==> src/rtl/dest_tag_pipe.sv <==
// Destination-tag pipeline: carries write tags through EX/MEM/WB for forwarding and
// register-file write-back, and raises a one-cycle load-use stall with an EX bubble.
module dest_tag_pipe #(
  parameter int unsigned REG_W    = 5,
  parameter int unsigned ZERO_REG = 31,
  parameter int unsigned CNT_W    = 16
) (
  input  logic             clk,
  input  logic             reset,
  input  logic [REG_W-1:0] AwID,
  input  logic             RegWriteID,
  input  logic             MemReadID,
  input  logic [REG_W-1:0] AaID,
  input  logic [REG_W-1:0] AbID,
  input  logic             useAID,
  input  logic             useBID,
  input  logic             flushEX,
  output logic [REG_W-1:0] AwEX,
  output logic [REG_W-1:0] AwMEM,
  output logic [REG_W-1:0] AwWB,
  output logic             RegWriteWB,
  output logic             memReadEX,
  output logic             stall,
  output logic [CNT_W-1:0] stallCount
);

  localparam logic [REG_W-1:0] LP_ZERO = REG_W'(ZERO_REG);

  logic [REG_W-1:0] r_ex_aw, r_mem_aw, r_wb_aw;
  logic             r_ex_rw, r_mem_rw, r_wb_rw;
  logic             r_ex_mr;
  logic [CNT_W-1:0] r_cnt;

  logic             w_ex_live;
  logic             w_hit_a, w_hit_b;
  logic             w_stall;
  logic             w_bubble;

  // MemRead only matters in EX (hazard source); later slots carry tag and write enable.
  always_comb begin
    w_ex_live = r_ex_mr && r_ex_rw && (r_ex_aw != LP_ZERO);
    w_hit_a   = useAID && (AaID == r_ex_aw);
    w_hit_b   = useBID && (AbID == r_ex_aw);
    w_stall   = reset && w_ex_live && (w_hit_a || w_hit_b);
    w_bubble  = flushEX || w_stall;
  end

  always_ff @(posedge clk) begin
    if (!reset) begin
      r_ex_aw  <= LP_ZERO;
      r_ex_rw  <= 1'b0;
      r_ex_mr  <= 1'b0;
      r_mem_aw <= LP_ZERO;
      r_mem_rw <= 1'b0;
      r_wb_aw  <= LP_ZERO;
      r_wb_rw  <= 1'b0;
      r_cnt    <= '0;
    end else begin
      r_mem_aw <= r_ex_aw;
      r_mem_rw <= r_ex_rw;
      r_wb_aw  <= r_mem_aw;
      r_wb_rw  <= r_mem_rw;
      if (w_bubble) begin
        r_ex_aw <= LP_ZERO;
        r_ex_rw <= 1'b0;
        r_ex_mr <= 1'b0;
      end else begin
        r_ex_aw <= AwID;
        r_ex_rw <= RegWriteID;
        r_ex_mr <= MemReadID;
      end
      if (w_stall && (r_cnt != '1)) begin
        r_cnt <= r_cnt + CNT_W'(1);
      end
    end
  end

  always_comb begin
    AwEX       = (r_ex_rw  && (r_ex_aw  != LP_ZERO)) ? r_ex_aw  : LP_ZERO;
    AwMEM      = (r_mem_rw && (r_mem_aw != LP_ZERO)) ? r_mem_aw : LP_ZERO;
    AwWB       = (r_wb_rw  && (r_wb_aw  != LP_ZERO)) ? r_wb_aw  : LP_ZERO;
    RegWriteWB = r_wb_rw && (r_wb_aw != LP_ZERO);
    memReadEX  = r_ex_mr;
    stall      = w_stall;
    stallCount = r_cnt;
  end

endmodule

==> config.mk <==
export PLATFORM = sky130hd
export DESIGN_NAME = dest_tag_pipe
export DESIGN_NICKNAME = d
export VERILOG_FILES = /design/src/rtl/dest_tag_pipe.sv
export SDC_FILE = /design/constraint.sdc
export NUM_CORES = 1
export LEC_CHECK = 0
export CORE_AREA = 2 2 68 70
export CTS_CLUSTER_DIAMETER = 200
export DETAILED_ROUTE_END_ITERATION = 10
export DIE_AREA = 0 0 70 72
export PLACE_DENSITY_LB_ADDON = 0.12
export SETUP_SLACK_MARGIN = 0.2
export SYNTH_ARGS = -nofsm -noshare
export SYNTH_HDL_FRONTEND = slang
export SYNTH_SLANG_ARGS = --single-unit
export TNS_END_PERCENT = 5
==> constraint.sdc <==
create_clock -name clk -period 1.96 [get_ports clk]
set_input_delay 0.196 -clock clk [delete_from_list [all_inputs] [get_ports clk]]
set_output_delay 0.196 -clock clk [all_outputs]
set_load 0.01 [all_outputs]
== Yosys cells after proc, flatten, opt, wreduce, memory -nomap -nowiden ==
Index checks and enable logic that the tools add are counted.

* Add/sub/neg operators: 1
* Eq/ne operators: 6
* Mux-type cells: 3
* Bitwise logic cells: 1
* Reductions and logical operators: 13

{| class="wikitable"
|+ Operators with widths
! kind !! number
|-
| $add A16 B1 Y16 const B || 1
|-
| $ne A16 B16 Y1 const B || 1
|-
| $mux W5 || 3
|-
| $ne A5 B5 Y1 const B || 3
|-
| $eq A5 B5 Y1 || 2
|-
| $logic_and A1 B1 Y1 || 10
|-
| $logic_or A1 B1 Y1 || 2
|-
| $reduce_or A2 Y1 || 1
|-
| $not A1 Y1 || 1
|}

* Flip-flop bits (word level): 35
* Input port bits: 22
* Output and inout port bits: 34
* Logic and storage cells: 32

== Longest topological paths before layout ==
* Word-level depth: 6
* Depth in mapped cells: 7
* Gate-level depth less buffers: 6

== Worst setup path before layout ==
No wires, ideal clock.

* Kind: register to register
* Start: reg r_cnt[0], in the netlist stallCount[0]
* End: reg r_cnt[9], in the netlist stallCount[9]
* Library setup time: 0.126 ns
* Arrival time: 1.742 ns
* Required time: 1.834 ns
* Slack: 0.093 ns
* Cell stages (with the launch flop): 8
* Path buffers: 1
* Clock period less this slack: 1.867 ns
* Cell sequence: dfxtp_1 > ha_1 > nand4_1 > or4_1 > nand2_1 > buf_4 > nor4_2 > mux2i_1

* Cells in the longest elaborated chain, start to end: 2
* Elaborated cells between the ends (all ways): 3
* Classes of those cells: add/sub (1); eq/ne (1); reduce/logical (1)

{| class="wikitable"
|+ RTL lines
! element !! RTL line !! source
|-
| from (decl) || 32 || <nowiki>logic [CNT_W-1:0] r_cnt;</nowiki>
|-
| from (signal assigned) || 73 || <nowiki>r_cnt <= r_cnt + CNT_W'(1);</nowiki>
|-
| parallel branches: the longest is 2 deep, another holds $add A16 B1 Y16 || n/a ||
|}

Several ways; the timed one is not identified.
A chain may end at the register's enable or synchronous reset.

== Worst setup path after layout ==
* Start: reg r_ex_aw[3]
* End: reg r_cnt[7], in the netlist stallCount[7]

* Cells in the longest elaborated chain, start to end: 5
* Elaborated cells between the ends (all ways): 10
* Classes of those cells: eq/ne (3); reduce/logical (7)

{| class="wikitable"
|+ RTL lines
! element !! RTL line !! source
|-
| from (decl) || 29 || <nowiki>logic [REG_W-1:0] r_ex_aw, r_mem_aw, r_wb_aw;</nowiki>
|-
| from (signal assigned) || 68 || <nowiki>r_ex_aw <= AwID;</nowiki>
|-
| $ne A5 B5 Y1, or another cell as far along || 41 || <nowiki>w_ex_live = r_ex_mr && r_ex_rw && (r_ex_aw != LP_ZERO);</nowiki>
|-
| $logic_and A1 B1 Y1 (on tied branches) || 41, 42, 43 ||
|-
| $logic_and A1 B1 Y1 / $logic_or A1 B1 Y1 (equally long branches) || 44 || <nowiki>w_stall = reset && w_ex_live && (w_hit_a || w_hit_b);</nowiki>
|-
| $logic_and A1 B1 Y1 (*) || 44 ||
|-
| $logic_and A1 B1 Y1 (*) || 72 || <nowiki>if (w_stall && (r_cnt != '1)) begin</nowiki>
|}

Mark *: on every way between the ends. The rest lies on a longest branch, timed or not.

==> results.md <==
- Final WL: 4330 microns
- CP Max Fanout: 7
- WHS: 427 ps
- CP arrival: 2140 ps
- Hold buffers post-CTS: 0
- # port buffers: 55
- Setup crit start kind: flop
- CP max stage cell: or4_4
- Worst Max-Slew Pin Slew: 364 ps
- Worst VDD drop: 394 uV
- Yosys cell types: 36
- Largest net degree at the start of global routing: 28
- WL per Instance: 13.4 microns
- Routed vias/inst: 5.06
- Nets: 292
- Normalized max-slew margin: 0.757
- Die width: 70 microns
- Number of routed nets with antenna violations: 0
- Worst skew pair latency: 290 ps
- Fraction of layout cells with a size suffix above 1: 0.241
- Fill count: 397
- Slew Viols, Final: 0
- Clock transition at path regs: 80 ps
- Syn_nets: 206
- Starting Density: 0.394
- Fin. Hold Viols: 0
- Total die area: 5040 sq um
- GRT Total Usage: 0.181
- CTS tree: yes
- Post-Syn Area: 1680 sq um
- Vias in the first global route: 1625
- I/O pins: 56
- Overflow after GRT: 0
- Register Area: 712 sq um
- Initial antenna violation count: 0
- Crit-path max cell delay: 500 ps
- Final setup fails: 0
- Sequential fraction of the synthesis area: 0.417
- Mean Syn Cell Area: 9.18 sq um
- CP cell instances: xor2_1 -> nor4_2 -> a32oi_2 -> buf_6 -> or4_4 -> a21oi_2
- RSZ-0062 raised after global routing: yes
- Max cap viols: 0
- Cell Rows: 24
- Area of the multi-input gates: 1000 sq um
- Post-DP HPWL: 3020 microns
- TritonCTS buffer count: 5
- Worst EP required: 2190 ps
- Die Span Y: 72 microns
- Crit Path Category: reg2reg
- Core area: 4260 sq um
- Worst clock skew: 4.60 ps
- Ant diodes: 0
- First-pass GRT wire length: 7340 microns
- Layout area overhead: 58.6%
- Dpl ws: -267 ps
- Drt drc: 0
- # H-tree levels: 2
- Final period util: 0.975
- Cells after synthesis: 183
- Outcome: complete, no violations
- Period minus WS final: 1910 ps
- Seq cells post-synth: 35
- CTS max path bufs: 2
- Power per cell area: 520 nW/um^2
- CTS Root Cell: clkbuf_8
- Vias after detailed routing: 1628
- Leakage: 0.951 nW
- CTS sink count: 35
- Drt pass-1 iters: 4
- Fmax: 523 MHz
- Critical Path Sink Type: flop
- RD Place Congestion: 0.791
- Final worst-path setup slack: 49.7 ps
- Iter 0 DRT Violations: 69
- HP Class: reg2reg
- Synth warnings: 0
-- synthesized netlist by cell type, drive strengths merged --
cell type,n,area (sq um)
a32oi,1,8.76
o21ba,1,10.0
nor3,2,10.0
ha,1,12.5
o21bai,1,7.51
o211ai,1,7.51
nor2,3,11.3
inv,4,15.0
nor4,5,56.3
buf,4,35.0
nand3,11,55.1
nand2b,34,213
or3,5,31.3
nor4b,2,23.8
nand4,8,50.1
o311a,2,20.0
o211a,1,10.0
and2,5,31.3
mux2i,5,50.1
a21oi,8,40.0
nand2,11,41.3
o21ai,4,20.0
clkbuf,3,11.3
xor2,8,70.1
or4,6,45.0
xnor2,2,17.5
and4,2,17.5
dfxtp,35,701
and3,2,12.5
o21a,1,7.51
o31ai,5,37.5
-- logic make-up (layout without fill, tap and decap cells) --
group,after synthesis,count (layout),synth area share
DFF,35,35,0.417
xor gates and xnor gates,10,10,0.0522
buffers and inverters,11,98,0.0365
AOI/OAI and AO/OA,25,25,0.101
adders and majority gates,1,1,0.00745
and+or+nand+nor,96,96,0.356
muxes,5,5,0.0298
-- cell usage in the layout (no fill, tap or decap), types with 2 or more instances in the layout --
cell type	count
a21oi_2	4
clkbuf_8	5
buf_2	2
dfxtp_4	2
xnor2_1	2
or4_1	4
buf_6	2
nand4_1	8
or4_4	2
a21oi_1	4
and3_1	2
xor2_1	7
mux2i_1	5
nor4b_2	2
o31ai_1	5
o311a_1	2
nor4_2	3
or3_1	4
nor4_4	2
clkinvlp_4	2
inv_1	4
and4_1	2
dfxtp_2	3
nand3_1	11
dfxtp_1	30
nand2b_1	34
nor2_1	3
o21ai_0	4
nand2_1	10
and2_1	4
buf_4	28
clkdlybuf4s50_1	53
-- where the power goes --
group          internal, mW  total, mW  switching [mW]
logic                0.0752      0.128          0.0529
registers             0.720      0.730         0.00962
clock network         0.247      0.527           0.280
total                  1.04       1.38           0.342
-- through the flow --
stage / TNS (ps) / power, mW / util / cell area (sq um) / instances
detailed placement: -3930 / 0.866 / 0.578 / 2460 / 311
finish: 0 / 1.38 / 0.624 / 2660 / 322
floorplan: 0 / 0.799 / - / 1680 / 183
CTS: 0 / 1.40 / 0.609 / 2600 / 322
global placement: -3710 / 0.864 / 0.578 / 2460 / 311
global route: -105 / 1.44 / 0.624 / 2660 / 322
-- registers in the layout, indices dropped and copies added, names as in the netlist --
name and count:
r_ex_rw 1, memReadEX 1, r_wb_aw 5, stallCount 16, r_ex_aw 5, r_wb_rw 1, r_mem_rw 1, r_mem_aw 5
-- final cells by class --
type,instances,share of cell area
Clock buffer,5,0.0258
Clock inverter,3,0.00752
Inverter,4,0.00564
Multi-Input combinational cell,137,0.375
Sequential cell,35,0.267
Tap cell,52,0.0244
Timing Repair Buffer,86,0.294
-- path summary, 6_finish.rpt --
path	slack [ps]	cells past startpoint	end	from
max	50	6	stallCount[7]$_SDFFE_PN0P_	r_ex_aw[3]$_SDFF_PP1_
min	430	1	r_wb_aw[3]$_SDFF_PN1_	r_mem_aw[3]$_SDFF_PN1_
min reg2reg	430	1	r_wb_aw[3]$_SDFF_PN1_	r_mem_aw[3]$_SDFF_PN1_
max reg2reg	50	6	stallCount[7]$_SDFFE_PN0P_	r_ex_aw[3]$_SDFF_PP1_
-- layer usage --
| layer | vias up | GRT usage | wire, microns |
|---|---|---|---|
| li1 | 827 | - | - |
| met1 | 746 | 0.240 | 2010 |
| met2 | 45 | 0.288 | 2030 |
| met3 | 10 | 0.0458 | 218 |
| met4 | 0 | 0.0641 | 76 |
| met5 | - | 0 | 0 |
-- critical path, delay by kind of cell, from the launching register on --
family                 cells  cell delay, ps
AND/OR/NAND/NOR            2             800
flip-flops                 1             360
AO/OA/AOI/OAI              2             340
buffers and inverters      1             180
XOR/XNOR                   1             160
-- repair_timing --
action | 4_1_cts | 5_1_grt
resized for setup | 14 | 14
setup endpoints to repair | 23 | 24
pin swaps | 10 | 6
gates cloned | 2 | 0
setup buffers | 1 | 0
No activity file was read; power rests on OpenSTA's default activity.
